<file path="src/rtl/page_xfer_seq_pkg.sv">
// page_xfer_seq_pkg: shared definitions for the page/context transfer path.
// Holds the op and dir encodings, which the control unit and the HD address
// adder also use, plus the sequencer FSM state type.
package page_xfer_seq_pkg;

  localparam logic [1:0] OP_CONTEXT = 2'b01;  // SR/LR region
  localparam logic [1:0] OP_PAGE    = 2'b10;  // store/load region

  localparam logic DIR_SAVE = 1'b0;  // mem -> HD
  localparam logic DIR_LOAD = 1'b1;  // HD -> mem

  typedef enum logic [1:0] {
    ST_IDLE,
    ST_RD,
    ST_WR,
    ST_DONE
  } xfer_state_e;

  function automatic logic op_is_legal(input logic [1:0] op);
    return (op == OP_CONTEXT) || (op == OP_PAGE);
  endfunction

endpackage

</file>
<file path="src/rtl/page_xfer_seq_if.sv">
// page_xfer_seq_if: bundle of control-unit, HD and main-memory signals of the
// transfer sequencer.
//   slave  modport: the sequencer (takes start/op/dir/pid/mem_base and read
//                   data, drives index/pid_buffer/flag_inst_type, strobes,
//                   write data, mem_addr, busy/done/err)
//   master modport: the surrounding control unit, HD and memory
// Optional macro XFER_CHECKSUM_EN adds the checksum signal.
interface page_xfer_seq_if #(
  parameter int DATA_W  = 32,
  parameter int MADDR_W = 10
);
  import page_xfer_seq_pkg::*;

  logic               start;
  logic [1:0]         op;
  logic               dir;
  logic [13:0]        pid;
  logic [MADDR_W-1:0] mem_base;
  logic [7:0]         index;
  logic [13:0]        pid_buffer;
  logic [1:0]         flag_inst_type;
  logic [DATA_W-1:0]  hd_rdata;
  logic               hd_we;
  logic [DATA_W-1:0]  hd_wdata;
  logic [MADDR_W-1:0] mem_addr;
  logic [DATA_W-1:0]  mem_rdata;
  logic               mem_we;
  logic [DATA_W-1:0]  mem_wdata;
  logic               busy;
  logic               done;
  logic               err;
`ifdef XFER_CHECKSUM_EN
  logic [DATA_W-1:0]  checksum;
`endif

  modport slave (
    input  start, op, dir, pid, mem_base, hd_rdata, mem_rdata,
`ifdef XFER_CHECKSUM_EN
    output checksum,
`endif
    output index, pid_buffer, flag_inst_type, hd_we, hd_wdata, mem_addr,
           mem_we, mem_wdata, busy, done, err
  );

  modport master (
    output start, op, dir, pid, mem_base, hd_rdata, mem_rdata,
`ifdef XFER_CHECKSUM_EN
    input  checksum,
`endif
    input  index, pid_buffer, flag_inst_type, hd_we, hd_wdata, mem_addr,
           mem_we, mem_wdata, busy, done, err
  );

endinterface

</file>
<file path="src/rtl/xfer_index_ctr.sv">
// xfer_index_ctr: 8-bit word index counter for the transfer sequencer.
//   clock, reset : system clock, asynchronous active-low reset
//   clr          : synchronous clear to 0 (wins over en)
//   en           : advance by one; holds at WORDS-1 instead of wrapping
//   count        : current index
//   tc           : terminal count, high while count == WORDS-1
module xfer_index_ctr #(
  parameter int WORDS = 40
) (
  input  logic       clock,
  input  logic       reset,
  input  logic       clr,
  input  logic       en,
  output logic [7:0] count,
  output logic       tc
);

  localparam logic [7:0] LAST = 8'(WORDS - 1);

  logic [7:0] cnt_q, cnt_d;

  always_comb begin
    cnt_d = cnt_q;
    if (clr) begin
      cnt_d = '0;
    end else if (en && (cnt_q != LAST)) begin
      cnt_d = cnt_q + 8'd1;
    end
  end

  always_ff @(posedge clock or negedge reset) begin
    if (!reset) cnt_q <= '0;
    else        cnt_q <= cnt_d;
  end

  assign count = cnt_q;
  assign tc    = (cnt_q == LAST);

endmodule

</file>
<file path="src/rtl/page_xfer_seq.sv">
// page_xfer_seq: sequencer for whole-page and context transfers between main
// memory and the HD. Each word takes two cycles: RD presents the index to both
// memories, WR routes the source read data to the destination and strobes it.
//   clock, reset : system clock, asynchronous active-low reset
//   bus          : page_xfer_seq_if.slave (control, HD and memory signals)
// Optional macro XFER_CHECKSUM_EN adds a running sum of the written words.
module page_xfer_seq #(
  parameter int WORDS   = 40,
  parameter int DATA_W  = 32,
  parameter int MADDR_W = 10
) (
  input  logic            clock,
  input  logic            reset,
  page_xfer_seq_if.slave  bus
);
  import page_xfer_seq_pkg::*;

  xfer_state_e        state_q, state_d;
  logic [13:0]        pid_q, pid_d;
  logic [1:0]         op_q, op_d;
  logic               dir_q, dir_d;
  logic [MADDR_W-1:0] base_q, base_d;

  logic              ctr_clr, ctr_en, ctr_tc;
  logic [7:0]        idx;
  logic [DATA_W-1:0] src_data;
  logic [DATA_W-1:0] wdata_c;
  logic              hd_we_c, mem_we_c, err_c, accept_c;

  xfer_index_ctr #(.WORDS(WORDS)) u_ctr (
    .clock (clock),
    .reset (reset),
    .clr   (ctr_clr),
    .en    (ctr_en),
    .count (idx),
    .tc    (ctr_tc)
  );

  // Both memories have one-cycle read latency, so in WR the read data belongs
  // to the index presented during the preceding RD.
  assign src_data = (dir_q == DIR_SAVE) ? bus.mem_rdata : bus.hd_rdata;

  always_comb begin
    state_d  = state_q;
    pid_d    = pid_q;
    op_d     = op_q;
    dir_d    = dir_q;
    base_d   = base_q;
    ctr_clr  = 1'b0;
    ctr_en   = 1'b0;
    hd_we_c  = 1'b0;
    mem_we_c = 1'b0;
    err_c    = 1'b0;
    accept_c = 1'b0;
    wdata_c  = '0;
    case (state_q)
      ST_IDLE: begin
        if (bus.start) begin
          if (op_is_legal(bus.op)) begin
            accept_c = 1'b1;
            pid_d    = bus.pid;
            op_d     = bus.op;
            dir_d    = bus.dir;
            base_d   = bus.mem_base;
            ctr_clr  = 1'b1;
            state_d  = ST_RD;
          end else begin
            err_c = 1'b1;
          end
        end
      end
      ST_RD: state_d = ST_WR;
      ST_WR: begin
        wdata_c  = src_data;
        hd_we_c  = (dir_q == DIR_SAVE);
        mem_we_c = (dir_q == DIR_LOAD);
        // Clearing on the last word lets DONE already show index 0.
        if (ctr_tc) begin
          ctr_clr = 1'b1;
          state_d = ST_DONE;
        end else begin
          ctr_en  = 1'b1;
          state_d = ST_RD;
        end
      end
      ST_DONE: state_d = ST_IDLE;
      default: state_d = ST_IDLE;
    endcase
  end

  always_ff @(posedge clock or negedge reset) begin
    if (!reset) begin
      state_q <= ST_IDLE;
      pid_q   <= '0;
      op_q    <= '0;
      dir_q   <= 1'b0;
      base_q  <= '0;
    end else begin
      state_q <= state_d;
      pid_q   <= pid_d;
      op_q    <= op_d;
      dir_q   <= dir_d;
      base_q  <= base_d;
    end
  end

`ifdef XFER_CHECKSUM_EN
  logic [DATA_W-1:0] csum_q, csum_d;

  always_comb begin
    csum_d = csum_q;
    if (accept_c)               csum_d = '0;
    else if (state_q == ST_WR)  csum_d = csum_q + src_data;
  end

  always_ff @(posedge clock or negedge reset) begin
    if (!reset) csum_q <= '0;
    else        csum_q <= csum_d;
  end

  assign bus.checksum = csum_q;
`endif

  assign bus.index          = idx;
  assign bus.pid_buffer     = pid_q;
  assign bus.flag_inst_type = op_q;
  assign bus.mem_addr       = base_q + MADDR_W'(idx);  // wraps modulo 2^MADDR_W
  assign bus.hd_we          = hd_we_c;
  assign bus.mem_we         = mem_we_c;
  assign bus.hd_wdata       = wdata_c;
  assign bus.mem_wdata      = wdata_c;
  assign bus.busy           = (state_q != ST_IDLE);
  assign bus.done           = (state_q == ST_DONE);
  assign bus.err            = err_c;

endmodule

</file>
<file path="src/flat_wrapper.sv">
// flat-port wrapper written by rule: the top's interface ports become plain ports
module page_xfer_seq_flat import page_xfer_seq_pkg::*;
#(
  parameter int WORDS   = 40,
  parameter int DATA_W  = 32,
  parameter int MADDR_W = 10
)
  (clock, reset, bus_start, bus_op, bus_dir, bus_pid, bus_mem_base, bus_hd_rdata, bus_mem_rdata, bus_index, bus_pid_buffer, bus_flag_inst_type, bus_hd_we, bus_hd_wdata, bus_mem_addr, bus_mem_we, bus_mem_wdata, bus_busy, bus_done, bus_err);
  page_xfer_seq_if #(.DATA_W(DATA_W), .MADDR_W(MADDR_W)) bus_i ();
  input  logic clock;
  input  logic reset;
  input wire logic [$bits(bus_i.start)-1:0] bus_start;
  input wire logic [$bits(bus_i.op)-1:0] bus_op;
  input wire logic [$bits(bus_i.dir)-1:0] bus_dir;
  input wire logic [$bits(bus_i.pid)-1:0] bus_pid;
  input wire logic [$bits(bus_i.mem_base)-1:0] bus_mem_base;
  input wire logic [$bits(bus_i.hd_rdata)-1:0] bus_hd_rdata;
  input wire logic [$bits(bus_i.mem_rdata)-1:0] bus_mem_rdata;
  output wire logic [$bits(bus_i.index)-1:0] bus_index;
  output wire logic [$bits(bus_i.pid_buffer)-1:0] bus_pid_buffer;
  output wire logic [$bits(bus_i.flag_inst_type)-1:0] bus_flag_inst_type;
  output wire logic [$bits(bus_i.hd_we)-1:0] bus_hd_we;
  output wire logic [$bits(bus_i.hd_wdata)-1:0] bus_hd_wdata;
  output wire logic [$bits(bus_i.mem_addr)-1:0] bus_mem_addr;
  output wire logic [$bits(bus_i.mem_we)-1:0] bus_mem_we;
  output wire logic [$bits(bus_i.mem_wdata)-1:0] bus_mem_wdata;
  output wire logic [$bits(bus_i.busy)-1:0] bus_busy;
  output wire logic [$bits(bus_i.done)-1:0] bus_done;
  output wire logic [$bits(bus_i.err)-1:0] bus_err;
  assign bus_i.start = bus_start;
  assign bus_i.op = bus_op;
  assign bus_i.dir = bus_dir;
  assign bus_i.pid = bus_pid;
  assign bus_i.mem_base = bus_mem_base;
  assign bus_i.hd_rdata = bus_hd_rdata;
  assign bus_i.mem_rdata = bus_mem_rdata;
  assign bus_index = bus_i.index;
  assign bus_pid_buffer = bus_i.pid_buffer;
  assign bus_flag_inst_type = bus_i.flag_inst_type;
  assign bus_hd_we = bus_i.hd_we;
  assign bus_hd_wdata = bus_i.hd_wdata;
  assign bus_mem_addr = bus_i.mem_addr;
  assign bus_mem_we = bus_i.mem_we;
  assign bus_mem_wdata = bus_i.mem_wdata;
  assign bus_busy = bus_i.busy;
  assign bus_done = bus_i.done;
  assign bus_err = bus_i.err;
  page_xfer_seq #(.WORDS(WORDS), .DATA_W(DATA_W), .MADDR_W(MADDR_W)) u_core (.clock(clock), .reset(reset), .bus(bus_i));
endmodule
</file>
<file path="config.mk">
export PLATFORM = sky130hd
export DESIGN_NAME = page_xfer_seq_flat
export DESIGN_NICKNAME = d
export VERILOG_FILES = /design/src/rtl/page_xfer_seq_pkg.sv /design/src/rtl/page_xfer_seq_if.sv /design/src/rtl/xfer_index_ctr.sv /design/src/rtl/page_xfer_seq.sv /design/src/flat_wrapper.sv
export SDC_FILE = /design/constraint.sdc
export NUM_CORES = 1
export LEC_CHECK = 0
export CAP_MARGIN = 0
export CORE_MARGIN = 3
export CORE_UTILIZATION = 36
export DETAILED_ROUTE_END_ITERATION = 10
export PLACE_DENSITY = 0.83
export SLEW_MARGIN = 20
export SYNTH_ARGS = -nofsm -noshare
export SYNTH_HDL_FRONTEND = slang
export SYNTH_SLANG_ARGS = --single-unit
</file>
<file path="constraint.sdc">
create_clock -name clock -period 2.8 [get_ports clock]
set_input_delay 0.56 -clock clock [delete_from_list [all_inputs] [get_ports clock]]
set_output_delay 0.56 -clock clock [all_outputs]
set_load 0.05 [all_outputs]
</file>
==> flow_metrics.py <==
metrics = {
    "setup_path": {
        "start_kind": "flop",
        "path_buf_inv": 3,
        "critical_path.max_fanout": 9,
        "max_stage_delay_ns": 0.47,
        "rr_worst_depth": 4,
        "cp_data_required_time_ns": 2.24,
        "r2r_slack_ns": 1.05,
        "critical_path.top_delay_family": "flip-flops",
        "path_class": "flop to output pin",
        "critPathMostFrequentCell": "buf_4",
        "crit_chain": "ha_1, nor2b_4, buf_4, buf_4, o21a_1, nor2_1, xnor2_2, buf_12",
        "cpMaxStageDelayCell": "dfrtp_2",
        "worstPathArrival_ns": 2.14,
        "endpoint_kind": "output pin",
        "rr_startpoint": "u_core.state_q[0]$_DFFE_PN0P_",
        "r2r_end": "u_core.bus.pid_buffer[13]$_DFFE_PN0P_",
    },
    "status": {
        "status": "completed",
    },
    "route": {
        "drc_errors": 0,
        "drt_iter0_markers": 125,
        "ant_nets": 0,
        "routed_via_density": 4.90,
        "dr.pass1.iters": 4,
        "wl_per_cell_um": 18.1,
        "wirelength_um": 9930,
        "vias": 2692,
    },
    "timing": {
        "maxSlewHeadroom": 0.456,
        "finalHoldViolations": 0,
        "report.final.slew_viol_count": 0,
        "holdWs_ns": 0.365,
        "rsz0062_at_grt": "true",
        "post-route-period-util": 0.963,
        "min_period_ns": 2.70,
        "tightestPinTransition_ns": 0.816,
        "finalClockSkew_ns": 0.00879,
        "finalSetupViolCount": 0,
        "finalWorstSetupSlack_ns": 0.103,
        "max_freq_ghz": 0.371,
    },
    "power_and_ir_drop": {
        "power_mw": 8.45,
        "power.density_mw_per_mm2": 1530,
        "leakage_nw": 2.42,
        "peakVddDrop_v": 0.00114,
    },
    "logic_synthesis": {
        "synth_compound_area_frac": 0.0872,
        "yosysSeqAreaShare": 0.333,
        "synth_cell_type_count": 39,
        "async_flop_share": 1.00,
        "synth_xor_area_frac": 0.0310,
        "yosysTopAreaCellShare": 0.333,
        "synthTopCellsByArea": "dfrtp_1 (33%), mux2_4 (13%), mux2i_1 (12%)",
        "synthFlopType": "dfrtp_1",
        "synth_edf_count": 0,
        "synth_top_family_by_area": "multiplexers",
        "synth_top_area_cell": "dfrtp_1",
        "synthMuxAreaShare": 0.250,
        "synthSimpleGateAreaFrac": 0.127,
        "synth_nets": 385,
        "netlist_area_mm2": 0.00278,
        "yosys_warnings": 0,
        "synthAdderAreaFrac": 0.0477,
        "synth-seq-cells": 37,
        "synthCells": 281,
        "avgSynthCellArea_um2": 9.90,
    },
    "global_routing": {
        "grt_pass1_vias": 2792,
        "antenna_found_initial": 0,
        "grtUsageTotal": 0.214,
        "overflow": 0,
        "grt_pass1_wl_um": 14900,
        "grt_max_degree": 38,
    },
    "clock_tree": {
        "root_buffer": "clkbuf_8",
        "insertion_delay_ns": 0.29,
        "cts.sinks": 37,
        "cts_max_path_buffers": 2,
        "cts_tree": "yes",
        "numCtsBuffers": 5,
        "hold_buffers": 0,
        "h-tree-depth": 2,
        "cts.clk_slew.worst_paths_ns": 0.08,
    },
    "final_layout": {
        "mostFrequentLayoutCells": "clkdlybuf4s50_1 (119), buf_12 (74), nor2_1 (42)",
        "layout_commonest_cell": "clkdlybuf4s50_1",
        "area_growth_pct": 98.8,
        "drive_gt1_frac": 0.316,
        "stdcell_area_mm2": 0.00553,
        "nets": 553,
        "n_antenna_cell": 0,
    },
    "die": {
        "num_rows": 31,
        "initial_core_util": 0.378,
        "die_y_um": 93.9,
        "core_mm2": 0.00737,
        "die_w_um": 93.9,
        "die_area_mm2": 0.00882,
        "ios": 197,
    },
    "placed_design": {
        "post-place-ws_ns": 0.232,
        "place_area_mm2": 0.00537,
        "io_buffers": 196,
        "finalWeightedCongestion": 0.840,
        "hpwlAfterDp_um": 8120,
    },
    "min_path": {
        "hp-class": "input port to asynchronous set/reset pin",
    },
    "job": {
        "drv_cap": 0,
    },
}
## power breakdown
group | switching (mW) | internal [mW] | total (mW)
combinational | 3.91 | 3.06 | 6.97
clock | 0.191 | 0.175 | 0.366
sequential | 0.315 | 0.792 | 1.11
## repair_timing
| item | 4_1_cts | 5_1_grt |
|---|---|---|
| pin swaps | 1 | 4 |
| setup buffers | 1 | 3 |
| endpoints found under the setup margin | 2 | 4 |
| gates resized for setup | 4 | 9 |
## stage by stage
stage	setup TNS [ns]	cells	utilization
after floorplan	-0.177	281	-
after global placement	0	537	0.728
after detailed placement	0	537	0.728
after CTS	0	546	0.744
after global routing	-0.0149	549	0.751
final	0	549	0.751
## worst register-to-register path, delay by kind of cell (launching register included)
family                 cells  cell delay, ns
and+or+nand+nor            2            0.57
muxes                      1            0.31
DFF                        1            0.50
buffers and inverters      1            0.27
## synthesized netlist by cell type, types with 3 or more instances
library cell	number
inv_1	7
mux2_4	25
dfrtp_1	37
a21oi_1	8
nand2_1	10
xnor2_1	6
nand3_1	6
mux2i_1	32
ha_1	9
buf_4	32
nor2_1	42
and2_1	3
o21ai_0	14
buf_6	3
a31oi_1	5
o211ai_1	3
nor3_1	4
buf_2	9
## worst max path at each step
stage	endpoint	slack [ns]	depth (start not counted)	from
finish	bus_mem_addr[4]	0.10	8	u_core.u_ctr.count[2]$_DFFE_PN0P_
global route	bus_mem_addr[6]	-0.01	7	u_core.u_ctr.count[1]$_DFFE_PN0P_
CTS	bus_mem_addr[8]	0.02	8	u_core.u_ctr.count[0]$_DFFE_PN0P_
detailed placement	bus_mem_addr[8]	0.23	8	u_core.u_ctr.count[0]$_DFFE_PN0P_
global placement	bus_mem_addr[8]	0.32	8	u_core.u_ctr.count[0]$_DFFE_PN0P_
floorplan	bus_mem_addr[8]	-0.18	7	u_core.u_ctr.count[0]$_DFFE_PN0P_
## state kept, by name (all words and copies together) (netlist names)
register,flops
u_core.u_ctr.count,8
u_core.bus.pid_buffer,14
u_core.dir_q,1
u_core.base_q,10
u_core.state_q,2
u_core.bus.flag_inst_type,2
## cell type report
cell class / count / area [um2]
fill: 479 / 1840
sequential: 37 / 932
inverter: 7 / 26.3
timing repair buffer: 205 / 2760
clock inverter: 2 / 15.0
multi-input combinational: 193 / 1600
tap: 99 / 124
clock buffer: 6 / 72.6
## cells by family after synthesis
| logic type | Yosys count |
|---|---|
| adders and majority gates | 10 |
| muxes | 57 |
| xor gates and xnor gates | 9 |
| DFF | 37 |
| buffers and inverters | 51 |
| AOI/OAI and AO/OA | 40 |
| and+or+nand+nor | 77 |
## routing by layer
metal / vias to the layer above / GRT usage / wire, um
li1: 1282 / - / -
met1: 1276 / 0.236 / 3490
met2: 128 / 0.400 / 5320
met3: 6 / 0.0721 / 1040
met4: 0 / 0.0337 / 83
met5: - / 0 / 0
(Power assumes the default switching activity.)
